**src/rtl/nios_system_nios2_car_controll_oci_dct_ctrl.sv**
```systemverilog
// OCI direct-conditional-trace capture: packs 2-bit trace codes into a NUM_SLOTS-slot
// buffer and hands full or flushed buffers to the trace-memory writer over valid/ready.
module nios_system_nios2_car_controll_oci_dct_ctrl #(
    parameter int unsigned NUM_SLOTS = 15,
    parameter int unsigned TIMEOUT   = 255
) (
    input  logic                     clk,
    input  logic                     reset_n,
    input  logic                     trc_on,
    input  logic                     code_valid,
    input  logic [1:0]               code,
    input  logic                     flush,
    output logic                     frame_valid,
    input  logic                     frame_ready,
    output logic [2*NUM_SLOTS+3:0]   frame_data,
    output logic [2*NUM_SLOTS-1:0]   dct_buffer,
    output logic [3:0]               dct_count,
    output logic                     overflow,
    input  logic                     overflow_clr,
    output logic                     busy
);
    localparam int unsigned BW       = 2 * NUM_SLOTS;
    localparam logic [3:0]  FULL_CNT = 4'(NUM_SLOTS);
    localparam logic [7:0]  TO_LAST  = 8'(TIMEOUT - 1);
    localparam logic [7:0]  TO_SAT   = 8'(TIMEOUT);

    typedef enum logic [1:0] {IDLE, CAPTURE, FLUSH_PEND} state_t;
    state_t state, state_nxt;

    logic [BW-1:0]   buf_nxt, shadow_buf, shadow_buf_nxt;
    logic [3:0]      cnt_nxt, shadow_cnt, shadow_cnt_nxt;
    logic [7:0]      idle_cnt, idle_nxt;
    logic [BW+3:0]   load_word;
    logic            load, accept, drop, go_pend, pend_done, flush_req;
    logic            slot_free, full, code_in;

    assign slot_free = !frame_valid || frame_ready;
    assign full      = (dct_count == FULL_CNT);
    assign code_in   = trc_on && code_valid && (state != IDLE);

    always_ff @(posedge clk or negedge reset_n) begin
        if (!reset_n) state <= IDLE;
        else          state <= state_nxt;
    end

    always_comb begin
        state_nxt = state;
        case (state)
            IDLE:       if (trc_on) state_nxt = CAPTURE;
            CAPTURE:    if (go_pend) state_nxt = FLUSH_PEND;
                        else if (!trc_on) state_nxt = IDLE;
            FLUSH_PEND: if (pend_done) state_nxt = trc_on ? CAPTURE : IDLE;
            default:    state_nxt = IDLE;
        endcase
    end

    always_comb begin
        busy = (dct_count != '0) || frame_valid || (state == FLUSH_PEND);
    end

    always_comb begin
        buf_nxt        = dct_buffer;
        cnt_nxt        = dct_count;
        shadow_buf_nxt = shadow_buf;
        shadow_cnt_nxt = shadow_cnt;
        load_word      = '0;
        load           = 1'b0;
        accept         = 1'b0;
        drop           = 1'b0;
        go_pend        = 1'b0;
        pend_done      = 1'b0;
        flush_req      = 1'b0;
        case (state)
            IDLE: begin
                // leftover from a flush that completed after trace was switched off
                if (dct_count != '0 && slot_free) begin
                    load      = 1'b1;
                    load_word = {dct_count, dct_buffer};
                    buf_nxt   = '0;
                    cnt_nxt   = '0;
                end
            end
            CAPTURE: begin
                if (full) begin
                    if (slot_free) begin
                        load      = 1'b1;
                        load_word = {dct_count, dct_buffer};
                        buf_nxt   = '0;
                        cnt_nxt   = '0;
                        if (code_in) begin
                            accept  = 1'b1;
                            buf_nxt = BW'(code);
                            cnt_nxt = 4'd1;
                        end
                    end else begin
                        drop = code_in;
                    end
                end else begin
                    if (code_in) begin
                        accept  = 1'b1;
                        buf_nxt = {dct_buffer[BW-3:0], code};
                        cnt_nxt = dct_count + 4'd1;
                    end
                    flush_req = flush || !trc_on || (!code_in && idle_cnt >= TO_LAST);
                    if (cnt_nxt == FULL_CNT && slot_free) begin
                        load      = 1'b1;
                        load_word = {cnt_nxt, buf_nxt};
                        buf_nxt   = '0;
                        cnt_nxt   = '0;
                    end else if (flush_req && cnt_nxt != '0) begin
                        if (slot_free) begin
                            load      = 1'b1;
                            load_word = {cnt_nxt, buf_nxt};
                        end else begin
                            shadow_buf_nxt = buf_nxt;
                            shadow_cnt_nxt = cnt_nxt;
                            go_pend        = 1'b1;
                        end
                        buf_nxt = '0;
                        cnt_nxt = '0;
                    end
                end
            end
            FLUSH_PEND: begin
                // live buffer keeps packing while the snapshot waits for the slot
                if (code_in) begin
                    if (!full) begin
                        accept  = 1'b1;
                        buf_nxt = {dct_buffer[BW-3:0], code};
                        cnt_nxt = dct_count + 4'd1;
                    end else begin
                        drop = 1'b1;
                    end
                end
                if (slot_free) begin
                    load      = 1'b1;
                    load_word = {shadow_cnt, shadow_buf};
                    pend_done = 1'b1;
                end
            end
            default: ;
        endcase
        if (accept || cnt_nxt == '0) idle_nxt = '0;
        else if (idle_cnt >= TO_SAT) idle_nxt = idle_cnt;
        else                         idle_nxt = idle_cnt + 8'd1;
    end

    always_ff @(posedge clk or negedge reset_n) begin
        if (!reset_n) begin
            dct_buffer  <= '0;
            dct_count   <= '0;
            shadow_buf  <= '0;
            shadow_cnt  <= '0;
            idle_cnt    <= '0;
            frame_valid <= 1'b0;
            frame_data  <= '0;
            overflow    <= 1'b0;
        end else begin
            dct_buffer <= buf_nxt;
            dct_count  <= cnt_nxt;
            shadow_buf <= shadow_buf_nxt;
            shadow_cnt <= shadow_cnt_nxt;
            idle_cnt   <= idle_nxt;
            if (load) begin
                frame_valid <= 1'b1;
                frame_data  <= load_word;
            end else if (frame_ready) begin
                frame_valid <= 1'b0;
            end
            if (overflow_clr) overflow <= 1'b0;
            else if (drop)    overflow <= 1'b1;
        end
    end
endmodule

```
**config.mk**
```make
export PLATFORM = sky130hd
export DESIGN_NAME = nios_system_nios2_car_controll_oci_dct_ctrl
export DESIGN_NICKNAME = d
export VERILOG_FILES = /design/src/rtl/nios_system_nios2_car_controll_oci_dct_ctrl.sv
export SDC_FILE = /design/constraint.sdc
export NUM_CORES = 1
export LEC_CHECK = 0
export ABC_AREA = 1
export CELL_PAD_IN_SITES_DETAIL_PLACEMENT = 0
export CELL_PAD_IN_SITES_GLOBAL_PLACEMENT = 2
export CORE_UTILIZATION = 32
export DETAILED_ROUTE_END_ITERATION = 12
export PLACE_DENSITY_LB_ADDON = 0.1
export SETUP_SLACK_MARGIN = 0.05
export SYNTH_ARGS = -nofsm -noshare
export SYNTH_HDL_FRONTEND = slang
export SYNTH_SLANG_ARGS = --single-unit
export TNS_END_PERCENT = 30
```
**constraint.sdc**
```tcl
create_clock -name clk -period 2.5 [get_ports clk]
set_input_delay 0.625 -clock clk [delete_from_list [all_inputs] [get_ports clk]]
set_output_delay 0.625 -clock clk [all_outputs]
set_load 0.01 [all_outputs]
```
==> impl_metrics.yaml <==
timing:
  finClkSkew_ns: 0.00841
  min_period_ns: 2.30
  slew_headroom: 0.678
  rsz0062_at_grt: "yes"
  fmax_mhz: 434
  setup-tns-final_ns: 0
  hold_viol_final: 0
  tightest_slew_ns: 0.483
  worst_slack_ns: 0.196
  slew_viol_final: 0
  finalCritPeriodShare: 0.922
  finalSetupViolations: 0
critical_path:
  cp_cell_sequence: "inv_2, ha_4, inv_2, nand3_4, nand2_1, nand2_2, nor2_2, nand3_4, buf_4, nand4_1, nand2_1, nand2_1, nand3_1, nor2_4, nor3_1"
  cp_max_fo: 8
  worstSetupPathType: "reg -> reg"
  cp-start-kind: "register"
  end_kind: "register"
  slowest_stage: "dfrtp_1"
  cp.required_ns: 2.80
  cp_top_family: "simple AND/OR/NAND/NOR gates"
  max_stage_delay_ns: 0.39
  crit_buf_inv: 3
  path_common_cell: "nand2_1"
  arrival_ns: 2.60
cells_and_area:
  finalNonFillerCells: 1271
  nets: 1010
  n_antenna_cell: 0
  area_growth_pct: 36.1
  drive_gt1_frac: 0.147
  multiInputGateArea_um2: 3070
  fillCellCount: 2014
  seq_area_um2: 2850
  final_cell_mix: "nand2_1, o21ai_0, dfrtp_1"
  mostFrequentLayoutCell: "nand2_1"
logic_synthesis:
  synth_ff_type: "dfrtp_1"
  synth_cells: 860
  ys_warn_count: 0
  synth_area_um2: 6360
  async_reset_ff_frac: 1.00
  yosysTopAreaCell: "dfrtp_1"
  synth.net_count: 877
  netlist.area_leader.share: 0.448
  synth-seq-cells: 114
  synth_edf_count: 0
  synthTopCellsByArea: "dfrtp_1, nand2_1, o21ai_0"
  syn_avg_cell_area_um2: 7.40
  synth_cell_types: 33
  ys_seq_area_frac: 0.448
floorplan:
  die_h_um: 143
  io_pins: 80
  rows: 51
  die_w_um: 143
  dieArea_um2: 20500
  core_um2: 19500
  initial_core_util: 0.327
drt:
  vias: 6518
  drtIter0Drc: 429
  drt-total-wl_mm: 23.0
  vias_per_cell: 5.13
  antenna_left: 0
  drc: 0
  dr.pass1.iters: 6
  wire_per_inst_um: 18.1
place:
  place.port_buffers: 79
  place_congestion: 0.858
  dp_cells: 1234
  place_ws_ns: -0.495
  dp_hpwl_mm: 15.2
global_routing:
  grt_pass1_vias: 6543
  use_met1: 0.322
  top_usage_layer: "met2"
  grt_max_degree: 40
  use_met2: 0.393
  overflow: 0
  grt_use_met3: 0.0402
  grt_util_all_layers: 0.240
  grt_antenna_before_repair: 0
  grt_pass1_wl_mm: 36.8
clocking:
  cts.path.max_buffers: 2
  clk_latency_ns: 0.42
  cts.clk_slew.worst_paths_ns: 0.06
  numCtsBuffers: 17
  root_buffer: "clkbuf_16"
  clock_sinks: 114
  cts_tree: "built"
  ctsHtreeMaxLevel: 4
job:
  maxCapViolations: 0
pwr:
  total_power_mw: 10.9
  ir_worst_vdd_mv: 0.500
  power.leakage_nw: 3.87
  power.density_nw_per_um2: 1260
run_status:
  outcome: "finished clean"
hold_path:
  hp-class: "in -> async"
## kinds of logic after synthesis
kind of cell | synth area share
compound gates | 0.209
xor+xnor | 0.00413
fa+ha+maj | 0.0157
buf+inv | 0.0814
flops | 0.448
simple gates | 0.242
## timing repair
item,in CTS,in global routing
buffers inserted,3,1
hold buffers,0,0
pin swaps,2,3
gates cloned,1,0
setup endpoints to repair,44,93
gates resized for setup,9,13
## worst paths after layout
path,cells after the start,to,slack (ns),start
worst min-delay path,1,frame_data[2],0.16,reset_n
worst max-delay path,15,idle_cnt[5],0.20,state[0]
worst max register to register,15,idle_cnt[5],0.20,state[0]
max in group asynchronous,2,dct_buffer[7],1.55,reset_n
worst min register to register,2,frame_data[22],0.47,frame_data[22]
min in group clk,2,frame_data[22],0.47,frame_data[22]
## stage by stage
stage / cell area [um2] / util / hold WS (ns)
after detailed placement: 7940 / 0.408 / 0.457
after global placement: 7940 / 0.408 / 0.453
after global routing: 8660 / 0.445 / 0.177
after floorplan: 6360 / - / 0.329
after CTS: 8600 / 0.442 / 0.158
final: 8660 / 0.445 / 0.164
## cells in the mapped netlist (all sizes together), types with 2 or more instances
library cell and instances:
a211oi 2, a21oi 10, a31oi 4, buf 19, clkbuf 28, clkinv 4
dfrtp 114, ha 8, inv 71, nand2 271, nand3 30, nand4 2
nor2 55, nor3 9, o21ai 164, o22ai 62, xor2 3
## cell type report
cell class              count  share of cell area
repair buffers            161               0.177
clock inverters            12              0.0183
flip-flops and latches    114               0.329
well taps                 265              0.0383
inverters                  75              0.0325
multi-input cells         624               0.354
clock buffers              20              0.0504
## registers in the layout, indices dropped and copies added (netlist names)
name,flops
idle_cnt,8
frame_data,34
shadow_cnt,4
dct_count,4
state,2
shadow_buf,30
overflow,1
frame_valid,1
dct_buffer,30
## metal layers
layer  part of all wire  up-vias
met5                  0        -
met4              0.015        0
met3              0.045       31
met2               0.48      181
met1               0.46     3168
li1                   -     3138
## power breakdown
group	leakage (nW)	total [mW]	internal (mW)	switching (mW)
clock	0.285	2.50	1.57	0.932
combinational	2.03	5.51	2.28	3.23
sequential	1.56	2.93	2.49	0.445
total	3.87	10.9	6.34	4.61
Note: power is estimated with default switching activity, not from simulation.
